--- config.mk ---
export PLATFORM = sky130hd
export DESIGN_NAME = esfa_cell_sequencer
export DESIGN_NICKNAME = d
export VERILOG_FILES = /design/src/rtl/esfa_cell_sequencer.sv
export SDC_FILE = /design/constraint.sdc
export NUM_CORES = 1
export LEC_CHECK = 0
export BUFFER_PORTS_ARGS = -buffer_cell sky130_fd_sc_hd__buf_2
export CORE_MARGIN = 3
export CORE_UTILIZATION = 51
export CTS_BUF_LIST = sky130_fd_sc_hd__clkbuf_4
export DETAILED_ROUTE_END_ITERATION = 10
export PLACE_DENSITY = 0.89
export SLEW_MARGIN = 15
export SYNTH_ARGS = -nofsm -noshare
export SYNTH_HDL_FRONTEND = slang
export SYNTH_SLANG_ARGS = --single-unit
--- constraint.sdc ---
create_clock -name clk -period 4.9 [get_ports clk]
set_clock_uncertainty 0.2 [all_clocks]
set_input_delay 0.49 -clock clk [delete_from_list [all_inputs] [get_ports clk]]
set_output_delay 0.49 -clock clk [all_outputs]
set_load 0.03 [all_outputs]
--- src/rtl/esfa_cell_sequencer.sv ---
// Command front-end for the MemoryCell array: issues one host command on the shared
// cell broadcast bus and reduces the cells' registered replies into one response.
module esfa_cell_sequencer #(
  parameter int N_CELLS = 8,
  parameter int W       = 8
) (
  input  logic                 clk,
  input  logic                 reset,
  input  logic                 cmd_valid,
  output logic                 cmd_ready,
  input  logic [1:0]           cmd_op,
  input  logic [W-1:0]         cmd_key,
  input  logic [W-1:0]         cmd_index,
  input  logic [W-1:0]         cmd_value,
  output logic                 rsp_valid,
  input  logic                 rsp_ready,
  output logic                 rsp_hit,
  output logic [W-1:0]         rsp_data,
  output logic [W-1:0]         rsp_aux,
  output logic [7:0]           bus_selector,
  output logic [W-1:0]         bus_metadata,
  output logic                 bus_is_meta,
  output logic [W-1:0]         bus_index,
  output logic [W-1:0]         bus_value,
  input  logic [N_CELLS-1:0]   cell_bool,
  input  logic [N_CELLS*W-1:0] cell_result,
  input  logic [N_CELLS*W-1:0] cell_context
);

  localparam int IDX_W = (N_CELLS > 1) ? $clog2(N_CELLS) : 1;

  localparam logic [1:0] OP_LOOKUP = 2'd0;
  localparam logic [1:0] OP_ALLOC  = 2'd1;
  localparam logic [1:0] OP_ENCODE = 2'd2;

  localparam logic [7:0] SEL_WRITE  = 8'd0;
  localparam logic [7:0] SEL_LOOKUP = 8'd1;
  localparam logic [7:0] SEL_ENCODE = 8'd2;
  localparam logic [7:0] SEL_PARK   = 8'd5;
  localparam logic [7:0] SEL_ENRANK = 8'd6;

  typedef enum logic [2:0] {
    S_IDLE, S_ISSUE, S_WAIT, S_ISSUE_W, S_WAIT_W, S_RESP
  } state_t;

  // Lowest-index set bit wins; result is 0 when nothing is set (callers gate with |v).
  function automatic logic [IDX_W-1:0] lowest_set(input logic [N_CELLS-1:0] v);
    logic [IDX_W-1:0] idx;
    idx = '0;
    for (int i = N_CELLS - 1; i >= 0; i--) begin
      if (v[i]) idx = IDX_W'(i);
    end
    return idx;
  endfunction

  state_t           r_state,     w_state_nxt;
  logic             r_cmd_ready, w_cmd_ready_nxt;
  logic             r_rsp_valid, w_rsp_valid_nxt;
  logic             r_rsp_hit,   w_rsp_hit_nxt;
  logic [W-1:0]     r_rsp_data,  w_rsp_data_nxt;
  logic [W-1:0]     r_rsp_aux,   w_rsp_aux_nxt;
  logic [7:0]       r_sel,       w_sel_nxt;
  logic [W-1:0]     r_meta,      w_meta_nxt;
  logic             r_is_meta,   w_is_meta_nxt;
  logic [W-1:0]     r_bidx,      w_bidx_nxt;
  logic [W-1:0]     r_bval,      w_bval_nxt;
  logic [1:0]       r_op,        w_op_nxt;
  logic [W-1:0]     r_idx,       w_idx_nxt;
  logic [W-1:0]     r_val,       w_val_nxt;
  logic [IDX_W-1:0] r_h,         w_h_nxt;

  logic [IDX_W-1:0] w_win;
  logic             w_any;
  logic [W-1:0]     w_win_result;
  logic [W-1:0]     w_win_context;
  logic             w_h_bool;
  logic [W-1:0]     w_h_context;

  assign w_win         = lowest_set(cell_bool);
  assign w_any         = |cell_bool;
  assign w_win_result  = cell_result[int'(w_win) * W +: W];
  assign w_win_context = cell_context[int'(w_win) * W +: W];
  assign w_h_bool      = cell_bool[r_h];
  assign w_h_context   = cell_context[int'(r_h) * W +: W];

  always_comb begin
    w_state_nxt     = r_state;
    w_rsp_valid_nxt = r_rsp_valid;
    w_rsp_hit_nxt   = r_rsp_hit;
    w_rsp_data_nxt  = r_rsp_data;
    w_rsp_aux_nxt   = r_rsp_aux;
    // Bus parks unless a state below explicitly loads it for the next cycle.
    w_sel_nxt       = SEL_PARK;
    w_meta_nxt      = '0;
    w_is_meta_nxt   = 1'b0;
    w_bidx_nxt      = '0;
    w_bval_nxt      = '0;
    w_op_nxt        = r_op;
    w_idx_nxt       = r_idx;
    w_val_nxt       = r_val;
    w_h_nxt         = r_h;

    case (r_state)
      S_IDLE: begin
        if (cmd_valid && r_cmd_ready) begin
          w_op_nxt    = cmd_op;
          w_idx_nxt   = cmd_index;
          w_val_nxt   = cmd_value;
          w_state_nxt = S_ISSUE;
          case (cmd_op)
            OP_LOOKUP: begin
              w_sel_nxt     = SEL_LOOKUP;
              w_meta_nxt    = cmd_key;
              w_is_meta_nxt = 1'b1;
              w_bidx_nxt    = cmd_index;
            end
            OP_ALLOC: w_sel_nxt = SEL_PARK;
            OP_ENCODE: begin
              w_sel_nxt     = SEL_ENCODE;
              w_meta_nxt    = cmd_key;
              w_is_meta_nxt = 1'b1;
            end
            default: begin
              w_sel_nxt     = SEL_ENRANK;
              w_meta_nxt    = cmd_key;
              w_is_meta_nxt = 1'b1;
            end
          endcase
        end
      end
      S_ISSUE: w_state_nxt = S_WAIT;
      S_WAIT: begin
        if (r_op == OP_ALLOC && w_any) begin
          // Free cell found: the write goes to the lowest free handle.
          w_h_nxt       = w_win;
          w_sel_nxt     = SEL_WRITE;
          w_meta_nxt    = W'(w_win);
          w_is_meta_nxt = 1'b1;
          w_bidx_nxt    = r_idx;
          w_bval_nxt    = r_val;
          w_state_nxt   = S_ISSUE_W;
        end else begin
          w_rsp_valid_nxt = 1'b1;
          w_rsp_hit_nxt   = w_any;
          w_rsp_data_nxt  = w_any ? w_win_result  : '0;
          w_rsp_aux_nxt   = w_any ? w_win_context : '0;
          w_state_nxt     = S_RESP;
        end
      end
      S_ISSUE_W: w_state_nxt = S_WAIT_W;
      S_WAIT_W: begin
        w_rsp_valid_nxt = 1'b1;
        w_rsp_hit_nxt   = w_h_bool;
        w_rsp_data_nxt  = W'(r_h);
        w_rsp_aux_nxt   = w_h_context;
        w_state_nxt     = S_RESP;
      end
      S_RESP: begin
        if (rsp_ready) begin
          w_rsp_valid_nxt = 1'b0;
          w_state_nxt     = S_IDLE;
        end
      end
      default: w_state_nxt = S_IDLE;
    endcase

    w_cmd_ready_nxt = (w_state_nxt == S_IDLE);
  end

  always_ff @(posedge clk) begin
    if (!reset) begin
      r_state     <= S_IDLE;
      r_cmd_ready <= 1'b1;
      r_rsp_valid <= 1'b0;
      r_rsp_hit   <= 1'b0;
      r_rsp_data  <= '0;
      r_rsp_aux   <= '0;
      r_sel       <= SEL_PARK;
      r_meta      <= '0;
      r_is_meta   <= 1'b0;
      r_bidx      <= '0;
      r_bval      <= '0;
      r_op        <= OP_LOOKUP;
      r_idx       <= '0;
      r_val       <= '0;
      r_h         <= '0;
    end else begin
      r_state     <= w_state_nxt;
      r_cmd_ready <= w_cmd_ready_nxt;
      r_rsp_valid <= w_rsp_valid_nxt;
      r_rsp_hit   <= w_rsp_hit_nxt;
      r_rsp_data  <= w_rsp_data_nxt;
      r_rsp_aux   <= w_rsp_aux_nxt;
      r_sel       <= w_sel_nxt;
      r_meta      <= w_meta_nxt;
      r_is_meta   <= w_is_meta_nxt;
      r_bidx      <= w_bidx_nxt;
      r_bval      <= w_bval_nxt;
      r_op        <= w_op_nxt;
      r_idx       <= w_idx_nxt;
      r_val       <= w_val_nxt;
      r_h         <= w_h_nxt;
    end
  end

  assign cmd_ready    = r_cmd_ready;
  assign rsp_valid    = r_rsp_valid;
  assign rsp_hit      = r_rsp_hit;
  assign rsp_data     = r_rsp_data;
  assign rsp_aux      = r_rsp_aux;
  assign bus_selector = r_sel;
  assign bus_metadata = r_meta;
  assign bus_is_meta  = r_is_meta;
  assign bus_index    = r_bidx;
  assign bus_value    = r_bval;

endmodule

Yosys cells after proc, flatten, opt, wreduce, memory -nomap -nowiden
Index checks and enable logic that the tools add are counted.
{ "word_totals": {"ff_bits": 76, "out_inout_bits": 52, "elab_cells": 83} }
{ "op_classes": {"magnitude_cmp": 1, "eq_ne": 10, "n_shift": 3, "n_mux": 41, "n_reduce_logical": 13} }
{ "ops": {"columns": ["operator", "count"], "rows": [
  ["$shiftx 64x7->8", 3],
  ["$mux 8", 9],
  ["$pmux 8 s2", 4],
  ["$mux 3", 14],
  ["$pmux 3 s6", 1],
  ["$pmux 3 s3", 1],
  ["$reduce_or 8->1", 1],
  ["$mux 1", 7],
  ["$eq 3x2->1 const B", 2],
  ["$eq 3x3->1 const B", 2],
  ["$logic_not 3->1", 2],
  ["$pmux 3 s2", 1],
  ["$reduce_and 2->1", 3],
  ["$reduce_and 3->1", 2],
  ["$eq 2x1->1 const B", 2],
  ["$lt 3x4->1 const B", 1],
  ["$ne 2x2->1 const B", 2],
  ["$pmux 1 s2", 2],
  ["$bmux 1 s3", 1],
  ["$eq 3x1->1 const B", 1],
  ["$pmux 1 s3", 1],
  ["$reduce_bool 3->1", 1],
  ["$eq 2x2->1 const B", 1],
  ["$logic_and 1x1->1", 2],
  ["2 further kinds", 2]
]} }

Depth between registers and ports, before layout
Gate-level depths: netlist (run 1).
{ "logic_depth": {"depth_word": 12, "depth_mapped": 9, "ltp_nobuf": 6} }

Least setup slack after synthesis (run 1)
Ideal clock, no wire load.
{ "synth_timing": {"kind": "input port to flip-flop", "start": "input cell_bool[4]", "end": "register r_rsp_aux[2] (netlist: rsp_aux[2])", "setup_ns": 0.116, "t_arrival_ns": 1.886, "t_required_ns": 4.584, "slack_ns": 2.698, "path_stages": 8, "n_path_buf": 2, "path_cell_list": "buf_2 -> nor4_4 -> a21oi_1 -> nor2_1 -> nor3_1 -> buf_2 -> o2bb2ai_1 -> a31o_2"} }
{ "synth_between": {"elab_chain_cells": 9, "elab_cells_between_ends": 13, "cone_classes": "1 x eq/ne; 1 x shift; 8 x mux; 3 x reduce/logical"} }
{ "synth_lines": {"columns": ["element", "line", "text"], "rows": [
  ["start, declared", "25", "input logic [N_CELLS-1:0] cell_bool,"],
  ["$mux 3 (5 in series)", "51", "if (v[i]) idx = IDX_W'(i);"],
  ["$shiftx 64x7->8", "82", "assign w_win_context = cell_context[int'(w_win) * W +: W];"],
  ["$mux 8", "146", "w_rsp_aux_nxt = w_any ? w_win_context : '0;"],
  ["$mux 8", "133", "if (r_op == OP_ALLOC && w_any) begin"],
  ["$pmux 8 s2", "103", "case (r_state)"],
  ["end signal, assigned", "193", "r_rsp_aux <= w_rsp_aux_nxt;"],
  ["end, declared", "61", "logic [W-1:0] r_rsp_aux, w_rsp_aux_nxt;"]
]} }
Several ways; a longest one is shown, not always the timed one. The select of a mux whose other input is x is not followed.
A chain may end at the register's enable or synchronous reset.

Worst setup path in the final report (run 1)
{ "layout_timing": {"start": "input cell_bool[4]", "end": "register r_rsp_data[2] (netlist: rsp_data[2])"} }
{ "layout_between": {"elab_chain_cells": 9, "elab_cells_between_ends": 13, "cone_classes": "1 x eq/ne; 1 x shift; 8 x mux; 3 x reduce/logical"} }
{ "layout_lines": {"columns": ["element", "line", "text"], "rows": [
  ["$mux 3 (5 in series)", "51", null],
  ["$shiftx 64x7->8", "81", "assign w_win_result = cell_result[int'(w_win) * W +: W];"],
  ["$mux 8", "145", "w_rsp_data_nxt = w_any ? w_win_result : '0;"],
  ["$mux 8", "133", null],
  ["$pmux 8 s2", "103", null],
  ["end signal, assigned", "192", "r_rsp_data <= w_rsp_data_nxt;"],
  ["end, declared", "60", "logic [W-1:0] r_rsp_data, w_rsp_data_nxt;"]
]} }
Several ways; a longest one is shown, not always the timed one. The select of a mux whose other input is x is not followed.

==> impl_metrics.py, run 1 <==
metrics = {
    "run_status": {
        "status": "finished clean",
    },
    "timing": {
        "clock.fmax_mhz": 341,
        "fin_crit_ns": 2.94,
        "grt_setup_unrepaired": "false",
        "holdWs_ns": 0.0579,
        "maxSlewHeadroom_pct": 31.1,
        "setup_viol": 0,
        "slew_viol_final": 0,
        "finalHoldViolCount": 0,
        "final.setup.tns_ns": 0,
        "tightest_slew_ns": 1.03,
        "period_share_pct": 59.9,
    },
    "clock_tree": {
        "post-cts-setup-buffers": 0,
        "cts_tree": "built",
        "cts_root_buf": "clkbuf_4",
        "cts_made_buffers": 9,
        "clkSlewWorstSetupHoldPaths_ns": 0.12,
        "cts_hold_buffers": 0,
        "htreeDepth": 3,
        "cts_resized": 0,
        "clock_path_buffers": 2,
        "worstSkewPairLatency_ns": 0.43,
        "cts_sinks": 71,
    },
    "global_route": {
        "grt_pass1_vias": 4666,
        "grt_max_degree": 39,
        "grt_pass1_wl_mm": 22.8,
        "grt_usage_pct": 29.6,
        "grt.overflow.total": 0,
        "antenna_found_initial": 0,
    },
    "power": {
        "p_leak_uw": 0.00259,
        "power_density_nw_per_um2": 295,
        "worst_ir_drop_vdd_v": 0.000235,
        "p_total_uw": 1600,
    },
    "placed_design": {
        "io_buffers": 212,
        "routabilityCongestion": 0.932,
        "place_inst": 758,
        "hpwl_mm": 11.0,
    },
    "detailed_routing": {
        "drt-initial-drc-count": 312,
        "wirelength_mm": 14.4,
        "drt_pass1_iterations": 5,
        "post_drt_wl_per_cell_um": 18.5,
        "via_per_inst": 5.91,
        "vias": 4586,
        "drc_errors": 0,
        "postRouteAntennaNets": 0,
    },
    "floorplan": {
        "dieArea_um2": 9380,
        "chipWidth_um": 96.9,
        "die_h_um": 96.9,
        "io-pin-count": 218,
        "core_um2": 7890,
        "rows": 32,
        "initial_core_util_pct": 53.4,
    },
    "logic_synthesis": {
        "synth_most_common_cell": "nand2_1",
        "synthTopCellsByArea": "dfxtp_1 34%, mux2i_1 12%, mux4_2 9.6%",
        "avgSynthCellArea_um2": 8.86,
        "yosysSeqAreaShare_pct": 33.8,
        "synth.top_cells.by_count": "86 x nand2_1, 71 x dfxtp_1, 49 x mux2i_1, 37 x a21oi_1, 23 x and3_1",
        "synth_edf_count": 0,
        "synth.distinct_cells": 53,
        "async_flop_share_pct": 0,
        "postSynthCellCount": 475,
        "synth_area_um2": 4210,
        "yosys.area.top_type": "dfxtp_1",
        "synthFlopType": "dfxtp_1",
        "yosysWarnings": 0,
        "synth-seq-cells": 71,
        "yosysTopAreaCellShare_pct": 33.8,
    },
    "worst_setup_path": {
        "end_kind": "register",
        "critPathKind": "in2reg",
        "reg2reg_depth": 5,
        "critPathRequiredTime_ns": 5.02,
        "path_max_fanout": 20,
        "critPathLaunchType": "input port",
        "rrSetupSlack_ns": 2.00,
        "worst_r2r_startpoint": "r_state[0]",
        "arrival_ns": 3.06,
        "reg2reg_to": "bus_metadata[4]",
    },
    "cells_and_area": {
        "final_util_pct": 68.9,
        "stdcell_count": 776,
        "drive_gt1_share_pct": 39.8,
        "nFillCells": 666,
        "final_nets": 835,
        "area_delta_synth_final_pct": 29.0,
        "diodes": 0,
    },
    "worst_hold_path": {
        "hold_start": "cmd_key[5]",
        "holdPathStages": 2,
        "hold_path.class": "in2reg",
        "hold_end": "bus_metadata[5]",
    },
    "job": {
        "drv_cap": 0,
    },
}
-- area by class of cell --
type | count | area (um^2) | share of cell area, %
Multi-Input combinational cell | 365 | 2620 | 48.3
Sequential cell | 71 | 1420 | 26.2
Timing Repair Buffer | 217 | 1120 | 20.7
Tap cell | 102 | 128 | 2.35
Clock buffer | 10 | 75.1 | 1.38
Clock inverter | 6 | 43.8 | 0.806
Inverter | 5 | 18.8 | 0.345
-- through the flow --
step           cell area (um^2)  setup slack [ns]
6_report                   5430              1.96
5_1_grt                    5430              1.77
4_1_cts                    5390              2.01
3_5_place_dp               5280              1.55
3_3_place_gp               5280              1.69
2_1_floorplan              4230              2.70
-- registers in the layout (all words and copies together), names as in the netlist, 8 cells and up --
register / cells
bus_index: 8
bus_metadata: 8
bus_value: 8
r_idx: 8
r_val: 8
rsp_aux: 8
rsp_data: 8
-- logic make-up after synthesis --
| family | share of synthesized area [%] |
|---|---|
| AOI/OAI and AO/OA | 20.9 |
| xor gates and xnor gates | 0.208 |
| buffers and inverters | 4.90 |
| DFF | 33.8 |
| muxes | 21.8 |
| other | 0.0891 |
| and+or+nand+nor | 18.4 |
-- worst max path at each step --
| stage | from | to | slack (ns) | cells past startpoint |
|---|---|---|---|---|
| 6_report | cell_bool[4] | rsp_data[2] | 1.96 | 6 |
| 5_1_grt | r_state[0] | bus_metadata[4] | 1.77 | 5 |
| 4_1_cts | cell_bool[4] | rsp_data[6] | 2.01 | 6 |
| 3_5_place_dp | cell_bool[4] | rsp_data[3] | 1.55 | 6 |
| 3_3_place_gp | cell_bool[4] | rsp_data[5] | 1.69 | 6 |
| 2_1_floorplan | cell_bool[4] | rsp_aux[2] | 2.70 | 8 |
-- layout by cell type, fill, tap and decap left out, drive strengths merged, types with 3 or more instances in the layout --
cell type  count
mux4          18
nand2         87
clkbuf        10
o22ai         10
buf          217
a22oi          5
a32o           8
a211o         10
nor2          20
nor4           3
inv            7
a21oi         37
a211oi        21
and3          23
nand3          5
nand2b         3
dfxtp         71
mux2i         49
o21ai         17
nor3           9
clkinv         3
conb           5
and2           6
-- metal layers --
layer	up-vias	track usage [%]	wire, um
li1	2156	-	-
met2	258	52.4	7170
met1	2130	34.6	5530
met3	42	7.71	1330
met4	0	9.72	338
met5	-	0	0
-- power breakdown --
| group | internal, uW | switching, uW | total (uW) |
|---|---|---|---|
| sequential | 651 | 55.0 | 706 |
| clock | 112 | 221 | 333 |
| combinational | 218 | 346 | 565 |
| total | 982 | 622 | 1600 |
-- worst max-delay path, cell delays in order --
cell	delay [ns]
buf_2	0.16
o31ai_2	0.81
nand2_1	0.74
a211oi_1	0.46
a211oi_1	0.10
a211o_1	0.29
(Power assumes the default switching activity.)
==> run 2, diff against run 1 <==
--- a/config.mk
+++ b/config.mk
@@ -5,12 +5,13 @@
 export SDC_FILE = /design/constraint.sdc
 export NUM_CORES = 1
 export LEC_CHECK = 0
+export ABC_AREA = 1
 export BUFFER_PORTS_ARGS = -buffer_cell sky130_fd_sc_hd__buf_2
 export CORE_MARGIN = 3
-export CORE_UTILIZATION = 51
+export CORE_UTILIZATION = 44
 export CTS_BUF_LIST = sky130_fd_sc_hd__clkbuf_4
 export DETAILED_ROUTE_END_ITERATION = 10
-export PLACE_DENSITY = 0.89
+export PLACE_DENSITY = 0.8
 export SLEW_MARGIN = 15
 export SYNTH_ARGS = -nofsm -noshare
 export SYNTH_HDL_FRONTEND = slang
==> constraint.sdc (replaced) <==
create_clock -name clk -period 2.6 [get_ports clk]
set_clock_uncertainty 0.2 [all_clocks]
set_input_delay 0.26 -clock clk [delete_from_list [all_inputs] [get_ports clk]]
set_output_delay 0.26 -clock clk [all_outputs]
set_load 0.03 [all_outputs]
==> run 2 against run 1 <==
Effect of this change: clock power is 120% higher; die area increased by 24%; hold slack got worse by 0.033 ns; final cell count increased by 40%; via count is 22% higher; non-clock buffer count up 36; sequential share of layout area fell by 2.6 points; highest routed layer unchanged; clock-buffer cell count stayed put; cell area up 11%; critical endpoint is now bus_metadata[0]; synthesized cell count grew 53%; power grew 120%.
==> impl_metrics.py, run 2 <==
metrics = {
    "power": {
        "worst_ir_drop_vdd_v": 0.000529,
        "p_leak_uw": 0.00315,
        "power_density_nw_per_um2": 580,
    },
    "placed_design": {
        "place_inst": 1039,
        "io_buffers": 212,
        "place_area_um2": 5620,
        "hpwl_mm": 11.7,
        "routabilityCongestion": 0.878,
    },
    "floorplan": {
        "chipWidth_um": 108,
        "die_h_um": 108,
        "io-pin-count": 218,
        "dieArea_um2": 11600,
        "core_um2": 9910,
        "initial_core_util_pct": 45.9,
        "rows": 36,
    },
    "worst_hold_path": {
        "hold_path.class": "in2reg",
    },
    "logic_synthesis": {
        "synthTopCellsByArea": "dfxtp_1 31%, nand2_1 13%, nand3_1 10%",
        "synth_most_common_cell": "nand2_1",
        "synthFlopType": "dfxtp_1",
        "synth.distinct_cells": 32,
        "synth_area_um2": 4550,
        "postSynthCellCount": 725,
        "synth_edf_count": 0,
        "yosysTopAreaCellShare_pct": 31.2,
        "yosysSeqAreaShare_pct": 31.2,
        "synth-seq-cells": 71,
        "avgSynthCellArea_um2": 6.27,
        "yosys.area.top_type": "dfxtp_1",
        "synth.top_cells.by_count": "154 x nand2_1, 93 x inv_1, 91 x nand3_1, 84 x a21oi_1, 71 x dfxtp_1",
        "async_flop_share_pct": 0,
        "yosysWarnings": 0,
    },
    "global_route": {
        "grt_use_met2_pct": 44.1,
        "use_met3_pct": 6.42,
        "grtUsageMet1_pct": 34.2,
        "grt_pass1_vias": 5123,
        "grt_usage_pct": 26.8,
        "grt_pass1_wl_mm": 24.8,
        "grt_max_degree": 54,
        "grt.overflow.total": 0,
        "busiest_layer": "met2",
        "antenna_found_initial": 0,
    },
    "timing": {
        "holdWs_ns": 0.0251,
        "tightest_slew_ns": 0.633,
        "fin_crit_ns": 2.35,
        "grt_setup_unrepaired": "false",
        "setup_viol": 0,
        "period_share_pct": 90.4,
        "finalHoldViolCount": 0,
        "final.setup.tns_ns": 0,
        "maxSlewHeadroom_pct": 57.6,
        "clock.fmax_mhz": 426,
        "slew_viol_final": 0,
    },
    "detailed_routing": {
        "drc_errors": 0,
        "post_drt_wl_per_cell_um": 14.8,
        "vias": 5605,
        "wirelength_mm": 16.1,
        "drt_pass1_iterations": 6,
        "postRouteAntennaNets": 0,
        "via_per_inst": 5.18,
        "drt-initial-drc-count": 375,
    },
    "job": {
        "drv_cap": 0,
    },
    "worst_setup_path": {
        "critPathLaunchType": "register",
        "end_kind": "register",
        "path_max_fanout": 29,
        "arrival_ns": 2.51,
        "critPathRequiredTime_ns": 2.76,
        "critPathKind": "reg2reg",
    },
    "cells_and_area": {
        "fin_area_um2": 6040,
        "drive_gt1_share_pct": 28.1,
        "final_cell_mix": "212 x buf_2, 154 x nand2_1, 93 x inv_1",
        "stdcell_count": 1083,
        "area_delta_synth_final_pct": 32.7,
        "final_common_cell": "buf_2",
        "final_nets": 1110,
    },
    "clock_tree": {
        "worstSkewPairLatency_ns": 0.42,
        "cts_root_buf": "clkbuf_4",
        "cts_resized": 0,
        "htreeDepth": 3,
        "cts_made_buffers": 9,
        "clock_path_buffers": 2,
        "clkSlewWorstSetupHoldPaths_ns": 0.11,
        "cts_tree": "built",
        "cts_sinks": 71,
    },
    "run_status": {
        "status": "finished clean",
    },
}
[run 2: cell count changes in the layout (fill, tap and decap cells not counted), moves of 15 or more]
cell	change
inv_1	+89
mux4_2	-18
nand2_1	+68
o211ai_1	+33
o21ai_0	+52
dlygate4sd3_1	+27
and3_1	-15
nand3_1	+86
mux2i_1	-49
a21oi_1	+47
a211oi_1	-20
[run 2: cell families (layout without fill, tap and decap cells)]
group,after synthesis,after routing,synth area share [%]
and+or+nand+nor,303,303,30.0
AOI/OAI and AO/OA,195,195,23.6
buffers and inverters,155,375,15.1
DFF,71,71,31.2
other,1,6,0.0824
[run 2: area by class of cell]
class	count	area (um^2)
diodes	1	2.50
clock buffers	10	75.1
clock inverters	6	70.1
fillers	995	3870
inverters	106	399
multi-input cells	503	2450
flip-flops and latches	71	1420
well taps	133	166
repair buffers	253	1450
[run 2: path summary, 6_finish.rpt]
path | startpoint | endpoint | slack [ns] | depth (start not counted)
hold / removal | rsp_ready | rsp_valid | 0.03 | 4
setup reg to reg | r_state[0] | bus_metadata[0] | 0.25 | 9
hold reg to reg | r_val[7] | bus_value[7] | 0.24 | 2
setup / recovery | r_state[0] | bus_metadata[0] | 0.25 | 9
[run 2: what timing repair did]
action	CTS	global route
hold buffers	27	0
buffers inserted	0	0
hold endpoints to repair	36	0
[run 2: metrics by stage]
step	setup slack, ns	util [%]	power (uW)
after floorplan	0.777	-	2320
after global placement	0.450	56.7	2720
after detailed placement	0.405	56.7	2740
after CTS	0.246	60.9	3490
after global routing	0.0741	60.9	3730
final	0.251	60.9	3500
[run 2: metal layers]
metal	wire, um	up-vias
met5	0	-
met4	435	0
met3	1360	37
met2	7580	236
met1	6700	2512
li1	-	2820
[run 2: critical path, cell delays in order, from the launching register on]
cell           delay [ns]
dfxtp_1              0.36
nor2_1               0.14
inv_2                0.07
nor3_4               0.10
buf_4                0.19
inv_2                0.20
a21oi_2              0.28
nand2_1              0.07
dlygate4sd3_1        0.55
a21oi_1              0.13
[run 2: power by group]
part           total, uW  switching (uW)  internal, uW
clock                732             424           308
sequential          1370            94.7          1280
combinational       1400             931           468
total               3500            1450          2050
